`src/rtl/im_loader_if.sv`:
```
// Byte-stream handshake and instruction-memory write port of the program loader.
// master drives the byte stream and observes the memory port; slave is the loader.
interface im_loader_if #(
  parameter int ADDR_W = 10
);
  logic              byte_valid;
  logic [7:0]        byte_data;
  logic              byte_last;
  logic              byte_ready;
  logic              im_we;
  logic [ADDR_W-1:0] im_waddr;
  logic [31:0]       im_wdata;

  modport master (
    output byte_valid, byte_data, byte_last,
    input  byte_ready, im_we, im_waddr, im_wdata
  );

  modport slave (
    input  byte_valid, byte_data, byte_last,
    output byte_ready, im_we, im_waddr, im_wdata
  );
endinterface

```
`src/rtl/im_loader.sv`:
```
// Program loader: zero-fills the instruction memory, then packs an MSB-first
// byte stream into 32-bit words and writes them from address 0 upwards.
// busy holds the CPU until the image ends (done) or overflows the memory (error).
module im_loader #(
  parameter int IM_SIZE = 1024,
  parameter int ADDR_W  = 10
) (
  input  logic            clk,
  input  logic            reset,
  input  logic            start,
  im_loader_if.slave      bus,
  output logic            busy,
  output logic            done,
  output logic            error,
  output logic [ADDR_W:0] word_count
);

  localparam logic [ADDR_W-1:0] LAST_ADDR = ADDR_W'(IM_SIZE - 1);
  localparam logic [ADDR_W:0]   WC_LAST   = (ADDR_W + 1)'(IM_SIZE - 1);

  typedef enum logic [2:0] {
    IDLE,
    CLEAR,
    RECV,
    WRITE,
    DONE,
    ERR
  } state_t;

  state_t     state;
  logic [1:0] byte_idx;
  logic       last_word;

  // Drops byte b into lane k of word w; lane 0 is the most significant byte.
  function automatic logic [31:0] pack_byte(input logic [31:0] w,
                                            input logic [1:0]  k,
                                            input logic [7:0]  b);
    logic [31:0] r;
    r = w;
    case (k)
      2'd0:    r[31:24] = b;
      2'd1:    r[23:16] = b;
      2'd2:    r[15:8]  = b;
      default: r[7:0]   = b;
    endcase
    return r;
  endfunction

  // Loader FSM; every output is a register so the memory port and handshake are glitch-free.
  always_ff @(posedge clk or negedge reset) begin
    if (!reset) begin
      state          <= IDLE;
      byte_idx       <= '0;
      last_word      <= 1'b0;
      bus.byte_ready <= 1'b0;
      bus.im_we      <= 1'b0;
      bus.im_waddr   <= '0;
      bus.im_wdata   <= '0;
      busy           <= 1'b0;
      done           <= 1'b0;
      error          <= 1'b0;
      word_count     <= '0;
    end else begin
      case (state)
        // Start is only honoured while not busy; a byte offered alongside it is left pending.
        IDLE, DONE, ERR: begin
          if (start) begin
            state        <= CLEAR;
            busy         <= 1'b1;
            done         <= 1'b0;
            error        <= 1'b0;
            word_count   <= '0;
            byte_idx     <= '0;
            bus.im_we    <= 1'b1;
            bus.im_waddr <= '0;
            bus.im_wdata <= '0;
          end
        end
        // One zero word per cycle over the whole memory; the packer leaves this state empty.
        CLEAR: begin
          if (bus.im_waddr == LAST_ADDR) begin
            state          <= RECV;
            bus.im_we      <= 1'b0;
            bus.byte_ready <= 1'b1;
          end else begin
            bus.im_waddr <= bus.im_waddr + 1'b1;
          end
        end
        // Pack accepted bytes; a fourth byte or a flagged last byte closes the word.
        RECV: begin
          if (bus.byte_valid && bus.byte_ready) begin
            bus.im_wdata <= pack_byte(bus.im_wdata, byte_idx, bus.byte_data);
            byte_idx     <= byte_idx + 2'd1;
            if (byte_idx == 2'd3 || bus.byte_last) begin
              state          <= WRITE;
              bus.byte_ready <= 1'b0;
              bus.im_we      <= 1'b1;
              bus.im_waddr   <= word_count[ADDR_W-1:0];
              last_word      <= bus.byte_last;
            end
          end
        end
        // Single write cycle; overflow is only an error when the image has not ended.
        WRITE: begin
          bus.im_we  <= 1'b0;
          word_count <= word_count + 1'b1;
          if (last_word) begin
            state <= DONE;
            busy  <= 1'b0;
            done  <= 1'b1;
          end else if (word_count == WC_LAST) begin
            state <= ERR;
            busy  <= 1'b0;
            error <= 1'b1;
          end else begin
            state          <= RECV;
            bus.byte_ready <= 1'b1;
            bus.im_wdata   <= '0;
            byte_idx       <= '0;
          end
        end
        default: state <= IDLE;
      endcase
    end
  end

endmodule

```
`src/flat_wrapper.sv`:
```
// flat-port wrapper written by rule: the top's interface ports become plain ports
module im_loader_flat 
#(
  parameter int IM_SIZE = 1024,
  parameter int ADDR_W  = 10
)
  (clk, reset, start, busy, done, error, word_count, bus_byte_valid, bus_byte_data, bus_byte_last, bus_byte_ready, bus_im_we, bus_im_waddr, bus_im_wdata);
  im_loader_if #(.ADDR_W(ADDR_W)) bus_i ();
  input  logic clk;
  input  logic reset;
  input  logic start;
  output logic busy;
  output logic done;
  output logic error;
  output logic [ADDR_W:0] word_count;
  input wire logic [$bits(bus_i.byte_valid)-1:0] bus_byte_valid;
  input wire logic [$bits(bus_i.byte_data)-1:0] bus_byte_data;
  input wire logic [$bits(bus_i.byte_last)-1:0] bus_byte_last;
  output wire logic [$bits(bus_i.byte_ready)-1:0] bus_byte_ready;
  output wire logic [$bits(bus_i.im_we)-1:0] bus_im_we;
  output wire logic [$bits(bus_i.im_waddr)-1:0] bus_im_waddr;
  output wire logic [$bits(bus_i.im_wdata)-1:0] bus_im_wdata;
  assign bus_i.byte_valid = bus_byte_valid;
  assign bus_i.byte_data = bus_byte_data;
  assign bus_i.byte_last = bus_byte_last;
  assign bus_byte_ready = bus_i.byte_ready;
  assign bus_im_we = bus_i.im_we;
  assign bus_im_waddr = bus_i.im_waddr;
  assign bus_im_wdata = bus_i.im_wdata;
  im_loader #(.IM_SIZE(IM_SIZE), .ADDR_W(ADDR_W)) u_core (.clk(clk), .reset(reset), .start(start), .bus(bus_i), .busy(busy), .done(done), .error(error), .word_count(word_count));
endmodule
```
`config.mk`:
```
export PLATFORM = sky130hd
export DESIGN_NAME = im_loader_flat
export DESIGN_NICKNAME = d
export VERILOG_FILES = /design/src/rtl/im_loader_if.sv /design/src/rtl/im_loader.sv /design/src/flat_wrapper.sv
export SDC_FILE = /design/constraint.sdc
export NUM_CORES = 1
export LEC_CHECK = 0
export ABC_AREA = 1
export BUFFER_PORTS_ARGS = -buffer_cell sky130_fd_sc_hd__buf_2
export CAP_MARGIN = 20
export CORE_UTILIZATION = 25
export DETAILED_ROUTE_END_ITERATION = 12
export PLACE_DENSITY = 0.47
export SYNTH_ARGS = -nofsm -noshare
export SYNTH_HDL_FRONTEND = slang
export SYNTH_SLANG_ARGS = --single-unit
```
`constraint.sdc`:
```
create_clock -name clk -period 1.9 [get_ports clk]
set_input_delay 0.095 -clock clk [delete_from_list [all_inputs] [get_ports clk]]
set_output_delay 0.095 -clock clk [all_outputs]
set_load 0.05 [all_outputs]
```
==> summary.md, run 1 <==
| Metric | Value |
|---|---|
| Die Ht | `117.1 µm` |
| Endpoints failing setup | `0` |
| Fin area | `0.004493 mm²` |
| Placed cell area | `0.004083 mm²` |
| H-tree level count | `3` |
| Total Nets Final | `580` |
| Final Max Slew Viols | `0` |
| Clk sink count | `64` |
| Total CTS buffers | `9` |
| Top-Level Pins | `71` |
| Crit path buf inv count | `0` |
| Maximum clock path buffer count | `2` |
| Wire length after detailed routing | `approximately 9800 µm` |
| Worst slack, placed | `-0.2525 ns` |
| Clk slew on worst S/H paths | `0.05 ns` |
| Critical path class | `reg -> reg` |
| DRC violations left | `0` |
| RSZ-0062 raised after global routing | `false` |
| Post-Syn Area | `0.003311 mm²` |
| Largest net degree at the start of global routing | `41` |
| Worst path arrival time | `2.06 ns` |
| Max Fclk | `559.9 MHz` |
| Worst Skew | `0.007252 ns` |
| Core ar. | `0.01277 mm²` |
| Die ar. | `0.01371 mm²` |
| Mean area per synthesized cell | `around 7.4 µm²` |
| Seq/Total Area, Yosys | `48.37%` |
| Count of input and output buffers | `70` |
| Status | `finished clean` |
| Post-route ant nets | `0` |
| Crit-path cells | `ha_1, nand2_1, nor2_4, nand3_2, nor2_4, nor2_2, nand3_1, nand2_1` |
| Startpoint types | `flop` |
| Actual slew at the worst max-slew pin | `0.5792 ns` |
| Antenna violations before repair | `0` |
| Fin crit period | `1.786 ns` |
| Total of max-cap violations | `0` |
| Most common cell after layout, fill and taps aside | `nand2_1` |
| Final TNS setup | `0 ns` |
| Initial core utilization | `25.92%` |
| Hold Vio Cnt, Final | `0` |
| Worst path max stage delay | `0.48 ns` |
| Congestion Overflow GR | `0` |
| First-pass GRT wire length | `15350 µm` |
| Synth cell types | `23` |
| Top Family by Delay on Critical Path | `simple AND/OR/NAND/NOR gates` |
| First DRT Iteration DRCs | `155` |
| Drt via density | `about 4.4` |
| Final weighted congestion in routability-driven placement | `0.8620` |
| CTS tree | `built` |
| Leakage Power | `2.502 nW` |
| Pre-antenna DRT Iters | `5` |
| Rows | `41` |
| Die width | `117.1 µm` |
| CP required | `2.17 ns` |
| Max_slew headroom | `around 60%` |
| CP max-delay cell | `nor2_2` |
| Hold Crit Class | `in -> reg` |
| CP max FO | `15` |
| Layout cell share with drive strength beyond 1 | `25.66%` |
| Tot GR Track Use | `15.29%` |
| Antenna diode count | `0` |
| Worst setup margin | `0.1140 ns` |
| VDD IR max | `~0.99 mV` |
| Routed WL per cell | `13.25 µm` |
| Post-Syn Nets | `~470` |
| Via count | `3254` |
| Final period utilization | `94.00%` |
| Mapped Cells | `about 450` |
| Flops & latches, synth | `64` |
| Commonest cells after routing, fill and taps aside | `180 x nand2_1, 70 x buf_2, 61 x dfrtp_1` |
| Vias in the first global route | `2984` |
| Detailed placement HPWL | `7202 µm` |
| Root Buffer | `clkbuf_16` |
| Pwr per Cell Area | `1878 mW/mm²` |
| P&R area growth vs syn | `35.71%` |
| Setup crit end kind | `flop` |
| Syn. warnings | `0` |
| Clk_lat worst skew | `0.34 ns` |
-- layout make-up --
class / count / area (µm²)
Fill cell: 1375 / 8280
Inverter: 39 / 146.4
Timing Repair Buffer: 106 / 660.6
Sequential cell: 64 / 1605
Clock buffer: 9 / 225.2
Tap cell: 172 / 215.2
Multi-Input combinational cell: 341 / 1579
Clock inverter: 6 / 61.31
-- power breakdown --
| part | leakage (nW) | switching (mW) | total [mW] | internal, mW |
|---|---|---|---|---|
| clock | 0.141 | 0.610 | 1.61 | 1.00 |
| combinational | 1.50 | 3.40 | 4.71 | 1.31 |
| sequential | 0.857 | 0.301 | 2.12 | 1.82 |
| total | 2.50 | 4.31 | 8.44 | 4.13 |
-- state kept, by name (all words and copies together), names as in the netlist --
register / cells
u_core.bus.im_wdata: 32
u_core.word_count: 11
u_core.bus.im_waddr: 10
u_core.state: 3
u_core.byte_idx: 2
u_core.bus.byte_ready: 1
u_core.bus.im_we: 1
u_core.busy: 1
u_core.done: 1
u_core.error: 1
u_core.last_word: 1
-- worst paths after layout --
check                                                     from                             endpoint  slack, ns  cells after the start
setup / recovery              u_core.word_count[0]$_DFFE_PN0P_  u_core.bus.im_wdata[24]$_DFFE_PN0P_       0.11                      8
hold / removal                                   bus_byte_last         u_core.last_word$_DFFE_PN0P_       0.06                      3
setup reg to reg              u_core.word_count[0]$_DFFE_PN0P_  u_core.bus.im_wdata[24]$_DFFE_PN0P_       0.11                      8
hold reg to reg            u_core.bus.im_wdata[27]$_DFFE_PN0P_  u_core.bus.im_wdata[27]$_DFFE_PN0P_       0.46                      2
max in group asynchronous                                reset  u_core.bus.im_wdata[23]$_DFFE_PN0P_       1.13                      3
min in group asynchronous                                reset   u_core.bus.im_waddr[3]$_DFFE_PN0P_       0.22                      2
-- stage by stage --
step | hold slack [ns] | instances | total power, mW | utilization [%]
floorplan | -0.2006 | 449 | 5.253 | -
global placement | 0.04726 | 712 | 6.608 | 31.96
detailed placement | 0.04448 | 712 | 6.668 | 31.96
CTS | 0.05164 | 733 | 8.395 | 34.65
global route | 0.09649 | 737 | 9.040 | 35.17
finish | 0.05780 | 737 | 8.436 | 35.17
-- logic make-up after synthesis --
group           Yosys count  synth area share (%)
compound gates           34                 5.556
simple gates            300                 38.62
flops                    64                 48.38
fa+ha+maj                 6                 2.268
buf+inv                  45                 5.177
-- worst reg2reg max path, stage by stage, from the launching register on --
cell and delay [ns]:
dfrtp_2 0.40, ha_1 0.21, nand2_1 0.13, nor2_4 0.07, nand3_2 0.11, nor2_4 0.07
nor2_2 0.48, nand3_1 0.16, nand2_1 0.11
-- synth_stat cells --
cell | number | area (µm²)
nand2_1 | 183 | 686.9
dfrtp_1 | 64 | 1602
nand3_1 | 61 | 305.3
nor2_1 | 41 | 153.9
inv_1 | 35 | 131.4
o21ai_0 | 16 | 80.08
a21oi_1 | 11 | 55.05
ha_1 | 6 | 75.07
nor2_4 | 5 | 56.30
clkbuf_1 | 4 | 15.01
inv_2 | 4 | 15.01
nand3b_1 | 3 | 22.52
o22ai_1 | 3 | 18.77
buf_2 | 2 | 10.01
nand2_2 | 2 | 12.51
nand4_1 | 2 | 12.51
a21o_1 | 1 | 7.510
a21oi_2 | 1 | 8.760
a31oi_1 | 1 | 6.260
nand3_4 | 1 | 17.52
nor3_1 | 1 | 5.000
o21a_1 | 1 | 7.510
or2_2 | 1 | 6.260
-- per-layer routing --
layer,wire (µm),global-route usage [%]
met5,0,0
met4,133,7.173
met3,485,3.759
met2,4337,23.23
met1,4807,20.43
-- what timing repair did --
item                                   in CTS  in global routing
setup endpoints to repair                  32                 37
hold buffers                                1                  0
endpoints found under the hold margin      12                  0
cloned                                      1                  0
pin swaps                                   1                  4
gates resized for setup                     3                  7
setup buffers                               4                  4
Power figures use the tool's default switching activity.
==> inputs of run 2 (changes only) <==
- ABC_AREA: 1 -> default
==> run 2 against run 1 <==
- the run now ends with DRC left
- register-to-register slack lost 0.03 ns
- via count shrank 20%
- first-iteration DRC count grew 37%
- sequential power fell by 27%
- highest routed layer unchanged
==> summary.md, run 2 <==
| Metric | Value |
|---|---|
| Status | `complete, but fails checks` |
| Violated checks | `DRC` |
| Total of max-cap violations | `0` |
| Layout cell share with drive strength beyond 1 | `32.10%` |
| Synth cell types | `41` |
| Die ar. | `around 0.012 mm²` |
| Filler Cells Inserted | `1197` |
| FF+latch area | `0.001607 mm²` |
| Congestion Overflow GR | `0` |
| Mapped Cells | `281` |
| Mean area per synthesized cell | `between 10 and 15 µm²` |
| Die Ht | `111.1 µm` |
| Async set or reset register ratio after synthesis | `100.0%` |
| Max Fclk | `between 500 and 600 MHz` |
| Post-synth EDFFs | `0` |
| Antenna violations before repair | `0` |
| Total Nets Final | `391` |
| Final Max Slew Viols | `0` |
| Routed WL per cell | `between 15 and 20 µm` |
| Multi-input gate area | `0.001324 mm²` |
| Hold Vio Cnt, Final | `0` |
| Final weighted congestion in routability-driven placement | `between 0.7 and 0.8` |
| Clk sink count | `between 60 and 70` |
| Total power | `4.147 mW` |
| Worst Skew | `0.002851 ns` |
| Hold Crit Class | `in -> reg` |
| H-tree level count | `3` |
| Worst reg2reg setup slack | `0.08 ns` |
| Ranking of synthesized cells by area | `dfrtp_1 54%, a22o_1 10%, o21ai_0 5.5%` |
| Die width | `between 100 and 150 µm` |
| Final period utilization | `95.63%` |
| Top-Level Pins | `71` |
| Hold depth | `2` |
| Total CTS buffers | `9` |
| CP required | `around 2.1 ns` |
| Seq/Total Area, Yosys | `between 50% and 60%` |
| Via count | `2617` |
| Count of input and output buffers | `70` |
| Largest net degree at the start of global routing | `65` |
| Commonest cells after routing, fill and taps aside | `70 x buf_2, 60 x dfrtp_1, 35 x a22o_1` |
| Initial core utilization | `between 20% and 30%` |
| Leakage Power | `1.968 nW` |
| RR Endpoint | `u_core.bus.im_wdata[6]$_DFFE_PN0P_` |
| Vias in the first global route | `~2500` |
| Worst path arrival time | `2.03 ns` |
| Pre-antenna DRT Iters | `8` |
| First-pass GRT wire length | `13790 µm` |
| Setup crit end kind | `flop` |
| Startpoint types | `flop` |
| Maximum clock path buffer count | `2` |
| Post-route ant nets | `0` |
| Fin crit period | `1.817 ns` |
| First DRT Iteration DRCs | `between 200 and 250` |
| Tot GR Track Use | `between 10% and 20%` |
| Routed wl met3 | `576 µm` |
| Reg with most FFs | `u_core.bus.im_wdata` |
| Post-Syn Nets | `300` |
| VDD IR max | `0.5076 mV` |
| Antenna diode count | `0` |
| Max_slew headroom | `68.44%` |
| Top Registers | `u_core.bus.im_wdata x32, u_core.word_count x11, u_core.bus.im_waddr x10` |
| Met1 wire length | `~3900 µm` |
| Clk slew on worst S/H paths | `0.06 ns` |
| CTS tree | `built` |
| Actual slew at the worst max-slew pin | `between 0.4 and 0.5 ns` |
| Pwr per Cell Area | `about 1000 mW/mm²` |
| CP max-delay cell | `dfrtp_1` |
| DRC violations left | `19` |
| Post-synth top cells | `64 x dfrtp_1, 35 x a22o_1, 33 x o21ai_0, 23 x nand2_1, 19 x nor2_1` |
| Clk_lat worst skew | `0.33 ns` |
| Endpoints failing setup | `0` |
| Drt via density | `5.033` |
| Wire length after detailed routing | `8383 µm` |
| Reg2Reg Depth | `5` |
| Post-Syn Area | `0.002978 mm²` |
| Max reg flops | `32` |
| Hold endpoint | `u_core.last_word$_DFFE_PN0P_` |
| Met2 WL post-DR | `3842 µm` |
| P&R area growth vs syn | `34.62%` |
| Most common cell in the netlist | `dfrtp_1` |
| RSZ-0062 raised after global routing | `true` |
| Worst hold start | `bus_byte_last` |
| FF-to-FF Start | `u_core.state[1]$_DFFE_PN0P_` |
| Share of the synthesized area in the top cell type | `between 50% and 60%` |
| Worst path max stage delay | `between 0.4 and 0.5 ns` |
| Root Buffer | `clkbuf_16` |
| Crit-path cells | `nand2b_1, o211a_1, nor3_4, o21ai_2, a22o_1` |
| Final TNS setup | `0 ns` |
| Detailed placement HPWL | `5976 µm` |
| Most common cell after layout, fill and taps aside | `buf_2` |
| CP max FO | `8` |
| Critical path class | `reg -> reg` |
| Syn. warnings | `0` |
| Cell taking the most area after synthesis | `dfrtp_1` |
| Flops & latches, synth | `64` |
| Rows | `39` |
| Top_reg_cell synth | `dfrtp_1` |
| Top Metal Used | `met4` |
| Core ar. | `0.01152 mm²` |
==> run 2: critical path: cells and delay by family, from the launching register on <==
family,cells,cell delay [ns]
AO/OA/AOI/OAI,3,0.64
flip-flops,1,0.46
AND/OR/NAND/NOR,2,0.60
==> run 2: kinds of logic (layout without fill, tap and decap cells) <==
kind of cell / count (synthesis) / after routing / synth area share (%)
buffers and inverters: 17 / 113 / 2.437
xor gates and xnor gates: 1 / 1 / 0.2942
and+or+nand+nor: 88 / 88 / 15.71
AOI/OAI and AO/OA: 101 / 101 / 23.87
adders and majority gates: 6 / 6 / 2.521
DFF: 64 / 64 / 53.78
muxes: 4 / 4 / 1.387
==> run 2: routing by layer <==
metal  up-vias  GRT usage [%]
li1       1241              -
met1      1279          19.40
met2        88          21.84
met3         9          4.483
met4         0          4.865
met5         -              0
==> run 2: final cells by class <==
| cell class | instances | share of cell area [%] |
|---|---|---|
| multi-input combinational | 200 | 33.02 |
| clock buffer | 10 | 5.961 |
| clock inverter | 6 | 2.871 |
| inverter | 6 | 0.5618 |
| timing repair buffer | 91 | 13.05 |
| sequential | 64 | 40.07 |
| tap | 143 | 4.463 |
==> run 2: where the power goes <==
part           switching, mW  internal (mW)
logic                  0.473          0.169
clock network          0.627           1.32
registers              0.103           1.45
total                   1.20           2.94
==> run 2: worst max-delay path by stage <==
stage | from | cells past startpoint | endpoint | slack, ns
5_1_grt | u_core.state[2]$_DFFE_PN0P_ | 5 | u_core.bus.im_wdata[4]$_DFFE_PN0P_ | -0.08
3_5_place_dp | u_core.state[2]$_DFFE_PN0P_ | 5 | u_core.bus.im_wdata[13]$_DFFE_PN0P_ | 0.07
6_report | u_core.state[1]$_DFFE_PN0P_ | 5 | u_core.bus.im_wdata[6]$_DFFE_PN0P_ | 0.08
3_3_place_gp | u_core.word_count[0]$_DFFE_PN0P_ | 6 | u_core.bus.im_wdata[13]$_DFFE_PN0P_ | 0.11
2_1_floorplan | u_core.word_count[2]$_DFFE_PN0P_ | 5 | u_core.bus.byte_ready$_DFFE_PN0P_ | -0.009
4_1_cts | u_core.state[2]$_DFFE_PN0P_ | 5 | u_core.bus.im_wdata[13]$_DFFE_PN0P_ | 0.06
==> run 2: timing repair <==
item	in CTS	in global routing
setup endpoints to repair	0	41
endpoints found under the hold margin	64	0
setup buffers	0	1
hold buffers	1	0
resized for setup	0	4
==> run 2: per-stage QoR <==
stage	utilization (%)	hold slack, ns	setup slack, ns	cells	area, µm²
after floorplan	-	-0.2006	-0.009451	281	2983
after global placement	31.41	0.1466	0.1086	502	3617
after detailed placement	31.41	0.1463	0.06694	502	3617
after CTS	34.57	0.01783	0.05908	519	3981
after global routing	34.81	0.03079	-0.07751	520	4009
final	34.81	0.02157	0.08296	520	4009
